`src/rtl/ifetch_stage_pkg.sv`:
```
// rtl/ifetch_stage_pkg.sv - shared widths, fetch bundle type and bundle builder
// Purpose: common definitions for the fetch stage, its interface and its skid buffer.
// Contents: ADDR_W/DATA_W widths, default reset PC and increment, fetch_bundle_t, make_bundle().
package ifetch_stage_pkg;

  localparam int ADDR_W = 32;
  localparam int DATA_W = 32;

  localparam logic [ADDR_W-1:0] DEFAULT_RESET_PC = 32'h0000_0000;
  localparam logic [ADDR_W-1:0] DEFAULT_PC_INC   = 32'd4;

  typedef struct packed {
    logic [DATA_W-1:0] instr;
    logic [ADDR_W-1:0] pc;
    logic [ADDR_W-1:0] pc_plus4;
  } fetch_bundle_t;

  // pc_plus4 wraps silently at 2^ADDR_W
  function automatic fetch_bundle_t make_bundle(input logic [DATA_W-1:0] instr,
                                                input logic [ADDR_W-1:0] pc,
                                                input logic [ADDR_W-1:0] inc);
    fetch_bundle_t b;
    b.instr    = instr;
    b.pc       = pc;
    b.pc_plus4 = pc + inc;
    return b;
  endfunction

endpackage

```
`src/rtl/ifetch_stage_if.sv`:
```
// rtl/ifetch_stage_if.sv - imem, redirect and decode handshake bundle of the fetch stage
// Purpose: groups every non-clock/reset signal of ifetch_stage.
// master: fetch side (drives imem_en/imem_addr and the if_* bundle; takes imem_rdata, redirect_*, if_ready)
// slave : environment side (imem, execute and decode)
interface ifetch_stage_if
  import ifetch_stage_pkg::*;
  ();

  logic              imem_en;
  logic [ADDR_W-1:0] imem_addr;
  logic [DATA_W-1:0] imem_rdata;
  logic              redirect_valid;
  logic [ADDR_W-1:0] redirect_pc;
  logic              if_valid;
  logic              if_ready;
  logic [DATA_W-1:0] if_instr;
  logic [ADDR_W-1:0] if_pc;
  logic [ADDR_W-1:0] if_pc_plus4;

  modport master (
    output imem_en, imem_addr, if_valid, if_instr, if_pc, if_pc_plus4,
    input  imem_rdata, redirect_valid, redirect_pc, if_ready
  );

  modport slave (
    input  imem_en, imem_addr, if_valid, if_instr, if_pc, if_pc_plus4,
    output imem_rdata, redirect_valid, redirect_pc, if_ready
  );

endinterface

```
`src/rtl/ifetch_stage_fetch_skid_buf.sv`:
```
// rtl/ifetch_stage_fetch_skid_buf.sv - output register plus one-entry hold buffer
// Purpose: presents fetch bundles to decode, absorbing one extra bundle under back-pressure.
// Ports: clk, reset (async, active-high), flush (drop everything held),
//        in_valid/in_data (imem response), out_valid/out_data/out_ready (decode side),
//        hold_valid (hold entry occupied, used by the issue logic).
module fetch_skid_buf
  import ifetch_stage_pkg::*;
  (
  input  logic          clk,
  input  logic          reset,
  input  logic          flush,
  input  logic          in_valid,
  input  fetch_bundle_t in_data,
  output logic          out_valid,
  output fetch_bundle_t out_data,
  input  logic          out_ready,
  output logic          hold_valid
);

  logic          out_valid_q;
  fetch_bundle_t out_q;
  logic          hold_valid_q;
  fetch_bundle_t hold_q;

  always_ff @(posedge clk or posedge reset) begin
    if (reset) begin
      out_valid_q  <= 1'b0;
      out_q        <= '0;
      hold_valid_q <= 1'b0;
      hold_q       <= '0;
    end else if (flush) begin
      out_valid_q  <= 1'b0;
      hold_valid_q <= 1'b0;
    end else if (!out_valid_q || out_ready) begin
      // Output slot frees up: oldest entry (hold) first, then the response.
      if (hold_valid_q) begin
        out_q        <= hold_q;
        out_valid_q  <= 1'b1;
        hold_valid_q <= in_valid;
        if (in_valid) hold_q <= in_data;
      end else if (in_valid) begin
        out_q       <= in_data;
        out_valid_q <= 1'b1;
      end else begin
        out_valid_q <= 1'b0;
      end
    end else if (in_valid) begin
      // Stalled with a response arriving: park it. The issue logic never
      // allows a response when the hold entry is already occupied.
      hold_q       <= in_data;
      hold_valid_q <= 1'b1;
    end
  end

  assign out_valid  = out_valid_q;
  assign out_data   = out_q;
  assign hold_valid = hold_valid_q;

endmodule

```
`src/rtl/ifetch_stage.sv`:
```
// rtl/ifetch_stage.sv - instruction fetch front end: PC, imem issue, redirect squash
// Purpose: owns the PC, reads the 1-cycle-latency imem and hands {instr, pc, pc+inc}
//          to decode over valid/ready, honouring redirects from execute.
// Ports: clk, reset (async, active-high),
//        bus (ifetch_stage_if.master): imem_en/imem_addr/imem_rdata, redirect_valid/redirect_pc,
//        if_valid/if_ready/if_instr/if_pc/if_pc_plus4.
module ifetch_stage
  import ifetch_stage_pkg::*;
  #(
  parameter logic [ADDR_W-1:0] RESET_PC = DEFAULT_RESET_PC,
  parameter logic [ADDR_W-1:0] PC_INC   = DEFAULT_PC_INC
) (
  input  logic           clk,
  input  logic           reset,
  ifetch_stage_if.master bus
);

  logic [ADDR_W-1:0] pc_q;
  logic [ADDR_W-1:0] req_pc_q;
  logic              inflight_q;
  logic              issue;
  logic              hold_valid;
  logic              out_valid;
  logic [ADDR_W-1:0] fetch_addr;
  logic              resp_valid;
  fetch_bundle_t     resp;
  fetch_bundle_t     out_data;

  // Issue only when the response is guaranteed a slot: no held entry and no
  // stalled output. A redirect always issues because it flushes both.
  assign issue      = bus.redirect_valid | (~hold_valid & ~(out_valid & ~bus.if_ready));
  assign fetch_addr = bus.redirect_valid ? bus.redirect_pc : pc_q;

  assign bus.imem_en   = issue & ~reset;
  assign bus.imem_addr = fetch_addr;

  always_ff @(posedge clk or posedge reset) begin
    if (reset) begin
      pc_q       <= RESET_PC;
      req_pc_q   <= '0;
      inflight_q <= 1'b0;
    end else if (issue) begin
      pc_q       <= fetch_addr + PC_INC;
      req_pc_q   <= fetch_addr;
      inflight_q <= 1'b1;
    end else begin
      inflight_q <= 1'b0;
    end
  end

  // A redirect discards the wrong-path read currently returning.
  assign resp_valid = inflight_q & ~bus.redirect_valid;
  assign resp       = make_bundle(bus.imem_rdata, req_pc_q, PC_INC);

  fetch_skid_buf u_skid (
    .clk        (clk),
    .reset      (reset),
    .flush      (bus.redirect_valid),
    .in_valid   (resp_valid),
    .in_data    (resp),
    .out_valid  (out_valid),
    .out_data   (out_data),
    .out_ready  (bus.if_ready),
    .hold_valid (hold_valid)
  );

  assign bus.if_valid    = out_valid;
  assign bus.if_instr    = out_data.instr;
  assign bus.if_pc       = out_data.pc;
  assign bus.if_pc_plus4 = out_data.pc_plus4;

endmodule
```
`src/flat_wrapper.sv`:
```
// flat-port wrapper written by rule: the top's interface ports become plain ports
module ifetch_stage_flat import ifetch_stage_pkg::*;
#(
  parameter logic [ADDR_W-1:0] RESET_PC = DEFAULT_RESET_PC,
  parameter logic [ADDR_W-1:0] PC_INC   = DEFAULT_PC_INC
)
  (clk, reset, bus_imem_en, bus_imem_addr, bus_if_valid, bus_if_instr, bus_if_pc, bus_if_pc_plus4, bus_imem_rdata, bus_redirect_valid, bus_redirect_pc, bus_if_ready);
  ifetch_stage_if bus_i ();
  input  logic clk;
  input  logic reset;
  output wire logic [$bits(bus_i.imem_en)-1:0] bus_imem_en;
  output wire logic [$bits(bus_i.imem_addr)-1:0] bus_imem_addr;
  output wire logic [$bits(bus_i.if_valid)-1:0] bus_if_valid;
  output wire logic [$bits(bus_i.if_instr)-1:0] bus_if_instr;
  output wire logic [$bits(bus_i.if_pc)-1:0] bus_if_pc;
  output wire logic [$bits(bus_i.if_pc_plus4)-1:0] bus_if_pc_plus4;
  input wire logic [$bits(bus_i.imem_rdata)-1:0] bus_imem_rdata;
  input wire logic [$bits(bus_i.redirect_valid)-1:0] bus_redirect_valid;
  input wire logic [$bits(bus_i.redirect_pc)-1:0] bus_redirect_pc;
  input wire logic [$bits(bus_i.if_ready)-1:0] bus_if_ready;
  assign bus_imem_en = bus_i.imem_en;
  assign bus_imem_addr = bus_i.imem_addr;
  assign bus_if_valid = bus_i.if_valid;
  assign bus_if_instr = bus_i.if_instr;
  assign bus_if_pc = bus_i.if_pc;
  assign bus_if_pc_plus4 = bus_i.if_pc_plus4;
  assign bus_i.imem_rdata = bus_imem_rdata;
  assign bus_i.redirect_valid = bus_redirect_valid;
  assign bus_i.redirect_pc = bus_redirect_pc;
  assign bus_i.if_ready = bus_if_ready;
  ifetch_stage #(.RESET_PC(RESET_PC), .PC_INC(PC_INC)) u_core (.clk(clk), .reset(reset), .bus(bus_i));
endmodule
```
`config.mk`:
```
export PLATFORM = sky130hd
export DESIGN_NAME = ifetch_stage_flat
export DESIGN_NICKNAME = d
export VERILOG_FILES = /design/src/rtl/ifetch_stage_pkg.sv /design/src/rtl/ifetch_stage_if.sv /design/src/rtl/ifetch_stage_fetch_skid_buf.sv /design/src/rtl/ifetch_stage.sv /design/src/flat_wrapper.sv
export SDC_FILE = /design/constraint.sdc
export NUM_CORES = 1
export LEC_CHECK = 0
export ABC_CLOCK_PERIOD_IN_PS = 8200
export CAP_MARGIN = 20
export CORE_UTILIZATION = 49
export CTS_CLUSTER_DIAMETER = 80
export DETAILED_ROUTE_END_ITERATION = 6
export PLACE_DENSITY = 0.73
export SYNTH_ARGS = -nofsm -noshare
export SYNTH_HDL_FRONTEND = slang
export SYNTH_SLANG_ARGS = --single-unit
```
`constraint.sdc`:
```
create_clock -name clk -period 8.2 [get_ports clk]
set_input_delay 1.23 -clock clk [delete_from_list [all_inputs] [get_ports clk]]
set_output_delay 1.23 -clock clk [all_outputs]
set_load 0.02 [all_outputs]
```
==> results of run 1 <==
[sequential cells by signal, summed over array words and instances, names as in the netlist]
register / cells
u_core.inflight_q: 1
u_core.pc_q: 30
u_core.req_pc_q: 32
u_core.u_skid.hold_q: 94
u_core.u_skid.hold_valid: 1
u_core.u_skid.out_data: 94
u_core.u_skid.out_valid: 1
[through the flow]
stage / area, um^2 / util (%) / total power (uW)
after global placement: 14200 / 58.4 / 3060
after detailed placement: 14200 / 58.4 / 3100
after CTS: 15100 / 62.3 / 4400
final: 15100 / 62.3 / 4370
after global routing: 15100 / 62.3 / 4600
after floorplan: 12100 / - / 2560
[critical path: cells and delay by family]
kind	cells	cell delay (ps)
multiplexers	1	720
buffers and inverters	4	1550
[per-layer routing]
layer / vias to the layer above / GRT usage, % / share of wire [%]
li1: 4407 / - / -
met1: 4508 / 34.2 / 46
met2: 248 / 37.8 / 46
met3: 41 / 3.34 / 5.5
met4: 0 / 7.21 / 2.3
met5: - / 0 / 0
[kinds of logic after synthesis]
family | Yosys count | share of synthesized area, %
AOI/OAI and AO/OA | 234 | 11.4
buffers and inverters | 118 | 4.12
adders and majority gates | 2 | 0.207
and+or+nand+nor | 344 | 13.7
xor gates and xnor gates | 34 | 2.47
muxes | 179 | 15.7
DFF | 253 | 52.5
[power breakdown]
group / internal (uW) / switching (uW)
combinational: 587 / 628
sequential: 1600 / 271
clock: 789 / 494
total: 2980 / 1390
[synthesized netlist by cell type, types with 18 or more instances]
library cell	number
nand3_1	35
a21oi_1	61
clkbuf_1	51
nand4_1	22
o31ai_1	18
xnor2_1	29
mux2_2	82
nor2_1	64
inv_1	36
nand2_1	149
o21ai_0	110
dfrtp_1	253
mux2i_1	97
[area by class of cell]
type | instances | area share [%]
flip-flops and latches | 253 | 41.9
multi-input cells | 793 | 34.7
repair buffers | 206 | 13.5
clock buffers | 34 | 4.84
well taps | 324 | 2.68
clock inverters | 14 | 1.37
inverters | 37 | 0.969
[final timing paths]
check / end / slack (ps) / depth (start not counted)
min reg2reg: u_core.u_skid.out_data[79] / 480 / 2
min in group asynchronous: u_core.req_pc_q[31] / 1300 / 2
min: u_core.u_skid.out_data[79] / 480 / 2
max in group asynchronous: u_core.u_skid.hold_valid / 5470 / 3
max reg2reg: u_core.u_skid.hold_q[50] / 4580 / 6
max: bus_imem_addr[13] / 3450 / 5
==> impl_metrics.toml, run 1 <==
[outcome]
status = "finished clean"

[global_route]
grt-ovfl-total = 0
grt_max_degree = 139
grt_pass1_vias = 9003
antenna_found_initial = 0
track_usage_pct = 23.9
grt_pass1_wl_um = 48500

[timing]
hold_viol_final = 0
final.setup.tns_ps = 0
fin_crit_sh_pct = 58.0
fin_crit_ps = 4750
maxSlewViolCount = 0
setup_viol = 0
rsz0062_at_grt = "false"
worst_slew_pin_slew_ps = 1070
slew-limit-headroom_pct = 28.7
holdWs_ps = 476
fin_worst_skew_ps = 25.6
timing.final.ws_setup_ps = 3450
clock.fmax_mhz = 210

[yosys]
netlist_area_um2 = 12100
ys_seq_area_share_pct = 52.5
synth_edf_count = 0
ys.flop_type = "dfrtp_1"
synth.distinct_cells = 55
yosysTopAreaCell = "dfrtp_1"
async_reset_ff_share_pct = 100
syn_avg_cell_area_um2 = 10.4
yosysWarningCount = 0
syn_nets = 1234
syn-instance-count = 1164
netlist.area_leader.share_pct = 52.5
ys_top_cells_by_area = "dfrtp_1 52%, mux2i_1 8.0%, mux2_2 7.7%, nand2_1 4.6%, o21ai_0 4.6%"
ys_ff_latch = 253

[clocking]
clk_pin_slew_worst_paths_ps = 60
cts-root-buf = "clkbuf_16"
post_cts_resized = 0
cts_sinks = 253
cts_hold_buf = 0
cts_setup_buffers = 0
tritoncts = "done"
insertion_delay_ps = 540
cts_buffer_depth = 3
cts_buffers = 27
cts_max_level = 1

[setup_path]
worstSetupPathType = "input port to output port"
end_kind = "output port"
path_cells = "buf_2, buf_4, mux2i_1, inv_1, clkdlybuf4s50_1"
critical_path_required_ps = 6970
crit_fanout = 66
cp.arrival_ps = 3520
startpoint = "bus_redirect_valid"
reg2reg_from = "u_core.u_skid.hold_valid"
critPathLaunchType = "input port"
slowest_stage = "mux2i_1"
max_stage_delay_ps = 720

[cells_and_area]
multi_input_area_um2 = 5250
diodes = 0
fillers = 2003
drive_above_1_share_pct = 11.4
most-common-layout-cells = "252 x dfrtp_1, 196 x clkdlybuf4s50_1, 148 x nand2_1"
syn_to_final_growth_pct = 25.3
finalNonFillerCells = 1661
final_common_cell = "dfrtp_1"
nets = 1388
regArea_um2 = 6330

[drt]
wire_per_inst_um = 17.9
postRouteAntennaNets = 0
vias_per_cell = 5.54
initialDrtViolationCount = 714
vias = 9204
totalWireLength_um = 29800
route.detailed.drc = 0
drt_pass1_iterations = 5

[floorplan]
core_um2 = 24200
ioPinCount = 198
die_area_um2 = 25200
rows = 57
die_h_um = 159
initial_utilization_pct = 49.7
die_x_um = 159

[min_path]
hold_start = "u_core.u_skid.out_data[79]"
worst_hold_path_type = "flop to flop"

[placement]
gp_congestion = 0.873
dp.cells = 1612
place_ws_ps = 3480
io_buffer_count = 197
place_hpwl_um = 20000

[job]
cap_violations = 0

[power]
p_per_area_nw_per_um2 = 289
p_leak_uw = 0.00634
peakVddDrop_mv = 0.160
Note: power is estimated with default switching activity, not from simulation.
==> run 2, diff against run 1 <==
- ABC_CLOCK_PERIOD_IN_PS: 8200 -> 4650
- CORE_UTILIZATION: 49 -> 54
- PLACE_DENSITY: 0.73 -> 0.77
- clock period: 8.2 -> 4.65 ns (I/O delays scaled with it)
==> run 2 against run 1 <==
Critical path depth unchanged; clock-buffer cell count up 5; non-clock buffer count up 6; first-iteration DRC count shrank 8.7%; via count is 1.8% higher; hold slack lost 1.3 ps; sequential share of layout area decreased by 0.12 points; final cell count shrank 2.3%.
==> impl_metrics.toml, run 2 (synthesis gave the netlist of run 1 again) <==
[outcome]
status = "finished clean"

[power]
p_per_area_nw_per_um2 = 507
finalPower_uw = 7690
power_frac_comb_pct = 28.1
p_leak_uw = 0.00638
p_sw_share_pct = 31.8
clkPwrFrac_pct = 29.0
internal_power_uw = 5240
sequentialPowerShare_pct = 42.9
p_sw_uw = 2450
peakVddDrop_mv = 0.367

[timing]
fin_worst_skew_ps = 16.0
maxSlewViolCount = 0
clock.fmax_mhz = 265
slew-limit-headroom_pct = 35.4
fin_crit_sh_pct = 81.2
setup_viol = 0
fin_crit_ps = 3780
rsz0062_at_grt = "false"
final.setup.tns_ps = 0
worst_slew_pin_slew_ps = 968
hold_viol_final = 0

[clocking]
post_cts_resized = 0
cts_hold_buf = 0
cts_buffers = 26
clk_pin_slew_worst_paths_ps = 60
tritoncts = "done"
cts_setup_buffers = 0
cts_buffer_depth = 3
insertion_delay_ps = 530
cts-root-buf = "clkbuf_16"
cts_sinks = 253
cts_max_level = 1

[floorplan]
core_um2 = 21900
die_area_um2 = 22900
die_h_um = 151
initial_utilization_pct = 55.1
rows = 54
die_x_um = 151
ioPinCount = 198

[placement]
io_buffer_count = 197
gp_congestion = 0.894
place_hpwl_um = 20800
dpl_cell_area_um2 = 14200

[cells_and_area]
nets = 1393
design_area_um2 = 15200
multi_input_area_um2 = 5250
syn_to_final_growth_pct = 25.7
final_common_cell = "dfrtp_1"
most-common-layout-cells = "252 x dfrtp_1, 196 x clkdlybuf4s50_1, 148 x nand2_1"
fillers = 1644
regArea_um2 = 6330
drive_above_1_share_pct = 11.5
diodes = 0

[setup_path]
cp.arrival_ps = 3080
critical_path_required_ps = 3950
critPathLaunchType = "flop"
worstSetupPathType = "flop to output port"
end_kind = "output port"
crit_fanout = 41

[global_route]
grt-ovfl-total = 0
grt_pass1_vias = 8845
top_usage_layer = "met2"
use_met1_pct = 37.8
grt_util_met3_pct = 3.89
grt_max_degree = 105
track_usage_pct = 26.6
use_met2_pct = 41.7
antenna_found_initial = 0
grt_pass1_wl_um = 47500

[drt]
totalWireLength_um = 30100
vias = 9370
vias_per_cell = 5.78
route.detailed.drc = 0
postRouteAntennaNets = 0
wire_per_inst_um = 18.6
initialDrtViolationCount = 652
drt_pass1_iterations = 5

[min_path]
worst_hold_path_type = "flop to flop"

[job]
cap_violations = 0
-- run 2: worst max-delay path, stage by stage, from the launching register on --
cell and delay [ps]:
dfrtp_4 790, inv_1 530, a21oi_2 360, buf_4 270, nor2_1 60, clkdlybuf4s50_1 530
-- run 2: worst paths after layout --
path	startpoint	end	slack, ps	depth (start not counted)
max	u_core.u_skid.hold_valid	bus_imem_en	870	5
min	u_core.u_skid.out_data[94]	u_core.u_skid.out_data[94]	470	2
max reg2reg	u_core.u_skid.hold_valid	u_core.req_pc_q[14]	1350	7
min reg2reg	u_core.u_skid.out_data[94]	u_core.u_skid.out_data[94]	470	2
max in group asynchronous	reset	u_core.u_skid.out_data[35]	3180	4
min in group asynchronous	reset	u_core.u_skid.out_data[75]	490	2
-- run 2: layout make-up --
type,count,area share [%]
sequential,253,41.8
multi-input combinational,793,34.6
timing repair buffer,212,14.2
clock buffer,39,5.15
tap,280,2.31
inverter,37,0.941
clock inverter,8,0.924
-- run 2: per-stage QoR --
stage	std cells	hold slack [ps]	util, %	setup slack (ps)
after floorplan	1164	445	-	623
after CTS	1620	479	69.1	842
after detailed placement	1573	465	64.9	1150
after global routing	1622	487	69.2	685
final	1622	475	69.2	872
after global placement	1573	460	64.9	1180
-- run 2: power by group through the flow --
stage	combinational, uW	clock (uW)	sequential, uW
3_3_place_gp	2110	0	3300
6_report	2160	2230	3300
5_1_grt	2350	2350	3380
4_1_cts	2180	2260	3300
3_5_place_dp	2160	0	3330
2_1_floorplan	1090	0	3420
-- run 2: metal layers --
metal  part of all wire (%)  wire length [um]
met1                     44             13100
met2                     47             14100
met3                    6.8              2060
met4                    2.7               826
met5                      0                 0
==> run 3, diff against run 2 <==
- ABC_CLOCK_PERIOD_IN_PS: 4650 -> 3900
- clock period: 4.65 -> 3.9 ns (I/O delays scaled with it)
==> run 3 against run 2 <==
Combinational power grew 19%; setup slack lost 120 ps; register-to-register slack is essentially flat; hold slack gained 3.1 ps; design area is essentially flat; die area is the same; clock skew shrank 8.3 ps; clock-buffer cell count grew 1; utilization is essentially flat; largest cell class unchanged; highest routed layer unchanged.
==> impl_metrics.toml, run 3 (synthesis gave the netlist of run 1 again) <==
[outcome]
status = "finished clean"

[drt]
vias = 9333
postRouteAntennaNets = 0
vias_per_cell = 5.74
wire_per_inst_um = 18.1
drt_pass1_iterations = 5
initialDrtViolationCount = 532
route.detailed.drc = 0
totalWireLength_um = 29400

[setup_path]
regToRegSetupSlack_ps = 1340
worstSetupPathType = "input port to output port"
worst-r2r-cell-count = 4
critPathLaunchType = "input port"
end_kind = "output port"
cp.arrival_ps = 2560
reg2reg_from = "u_core.u_skid.hold_valid"
rr_endpoint = "u_core.u_skid.out_data[63]"
crit_fanout = 25
critical_path_required_ps = 3310

[placement]
dp.cells = 1578
place_hpwl_um = 20100
io_buffer_count = 197
gp_congestion = 0.931
place_ws_ps = 780

[cells_and_area]
nets = 1396
fillers = 1664
drive_above_1_share_pct = 11.7
diodes = 0
syn_to_final_growth_pct = 25.6
most-common-layout-cells = "252 x dfrtp_1, 196 x clkdlybuf4s50_1, 148 x nand2_1"
final_common_cell = "dfrtp_1"
finalNonFillerCells = 1625

[clocking]
tritoncts = "done"
cts_sinks = 253
cts_setup_buffers = 0
cts_buffer_depth = 3
cts-root-buf = "clkbuf_16"
cts_max_level = 1
cts_buffers = 26
clk_pin_slew_worst_paths_ps = 60
cts_hold_buf = 0
post_cts_resized = 0
insertion_delay_ps = 520

[global_route]
antenna_found_initial = 0
track_usage_pct = 26.0
grt_pass1_vias = 9114
grt_max_degree = 143
grt-ovfl-total = 0
grt_pass1_wl_um = 47000

[floorplan]
rows = 54
die_h_um = 151
core_um2 = 21900
die_x_um = 151
die_area_um2 = 22900
initial_utilization_pct = 55.1
ioPinCount = 198

[job]
cap_violations = 0

[timing]
hold_viol_final = 0
setup_viol = 0
final.setup.tns_ps = 0
rsz0062_at_grt = "false"
fin_crit_ps = 3150
maxSlewViolCount = 0
fin_crit_sh_pct = 80.7
timing.final.ws_setup_ps = 752
worst_slew_pin_slew_ps = 781
slew-limit-headroom_pct = 46.4
fin_worst_skew_ps = 7.70
clock.fmax_mhz = 318

[power]
p_leak_uw = 0.00638
peakVddDrop_mv = 0.309
finalPower_uw = 9100
p_per_area_nw_per_um2 = 601

[min_path]
hold_start = "u_core.u_skid.out_data[69]"
holdPathEnd = "u_core.u_skid.out_data[69]"
hold_path_depth = 2
worst_hold_path_type = "flop to flop"
[run 3: changes by cell type in the layout (fill, tap and decap cells not counted), sizes merged]
cell,change
clkinv,-1
buf,+3
clkinvlp,+1
bufinv,-1
clkbuf,+1
[run 3: worst max-delay path, stage by stage]
cell and delay (ps):
buf_2 520, buf_4 350, mux2i_1 410, inv_1 120, clkdlybuf4s50_1 560
[run 3: worst max path at each step]
stage,start,end,slack [ps]
2_1_floorplan,reset,u_core.inflight_q,-10
3_3_place_gp,bus_redirect_valid,bus_imem_addr[13],870
3_5_place_dp,bus_redirect_valid,bus_imem_addr[13],780
4_1_cts,bus_redirect_valid,bus_imem_addr[13],780
5_1_grt,bus_redirect_valid,bus_imem_addr[24],630
6_report,bus_redirect_valid,bus_imem_addr[23],750
[run 3: cell type report]
type                       count  area [um^2]  area share (%)
clock inverter                 7          113           0.743
clock buffer                  40          795            5.24
inverter                      37          143           0.941
sequential                   253         6330            41.8
timing repair buffer         215         2160            14.3
tap                          280          350            2.31
multi-input combinational    793         5250            34.7
[run 3: metrics by stage]
stage / util [%] / hold WS [ps] / cell area, um^2
final: 69.2 / 478 / 15200
after global routing: 69.2 / 498 / 15200
after CTS: 69.2 / 482 / 15200
after detailed placement: 65.1 / 468 / 14200
after global placement: 65.1 / 460 / 14200
after floorplan: - / 445 / 12100
[run 3: power breakdown]
group          switching [uW]  internal (uW)
Sequential                567           3360
Clock                     994           1590
Combinational            1330           1250
[run 3: metal layers]
| metal | track usage (%) | wire (um) |
|---|---|---|
| met4 | 9.30 | 940 |
| met5 | 0 | 0 |
| met2 | 41.9 | 13700 |
| met3 | 3.65 | 1720 |
| met1 | 35.8 | 13000 |
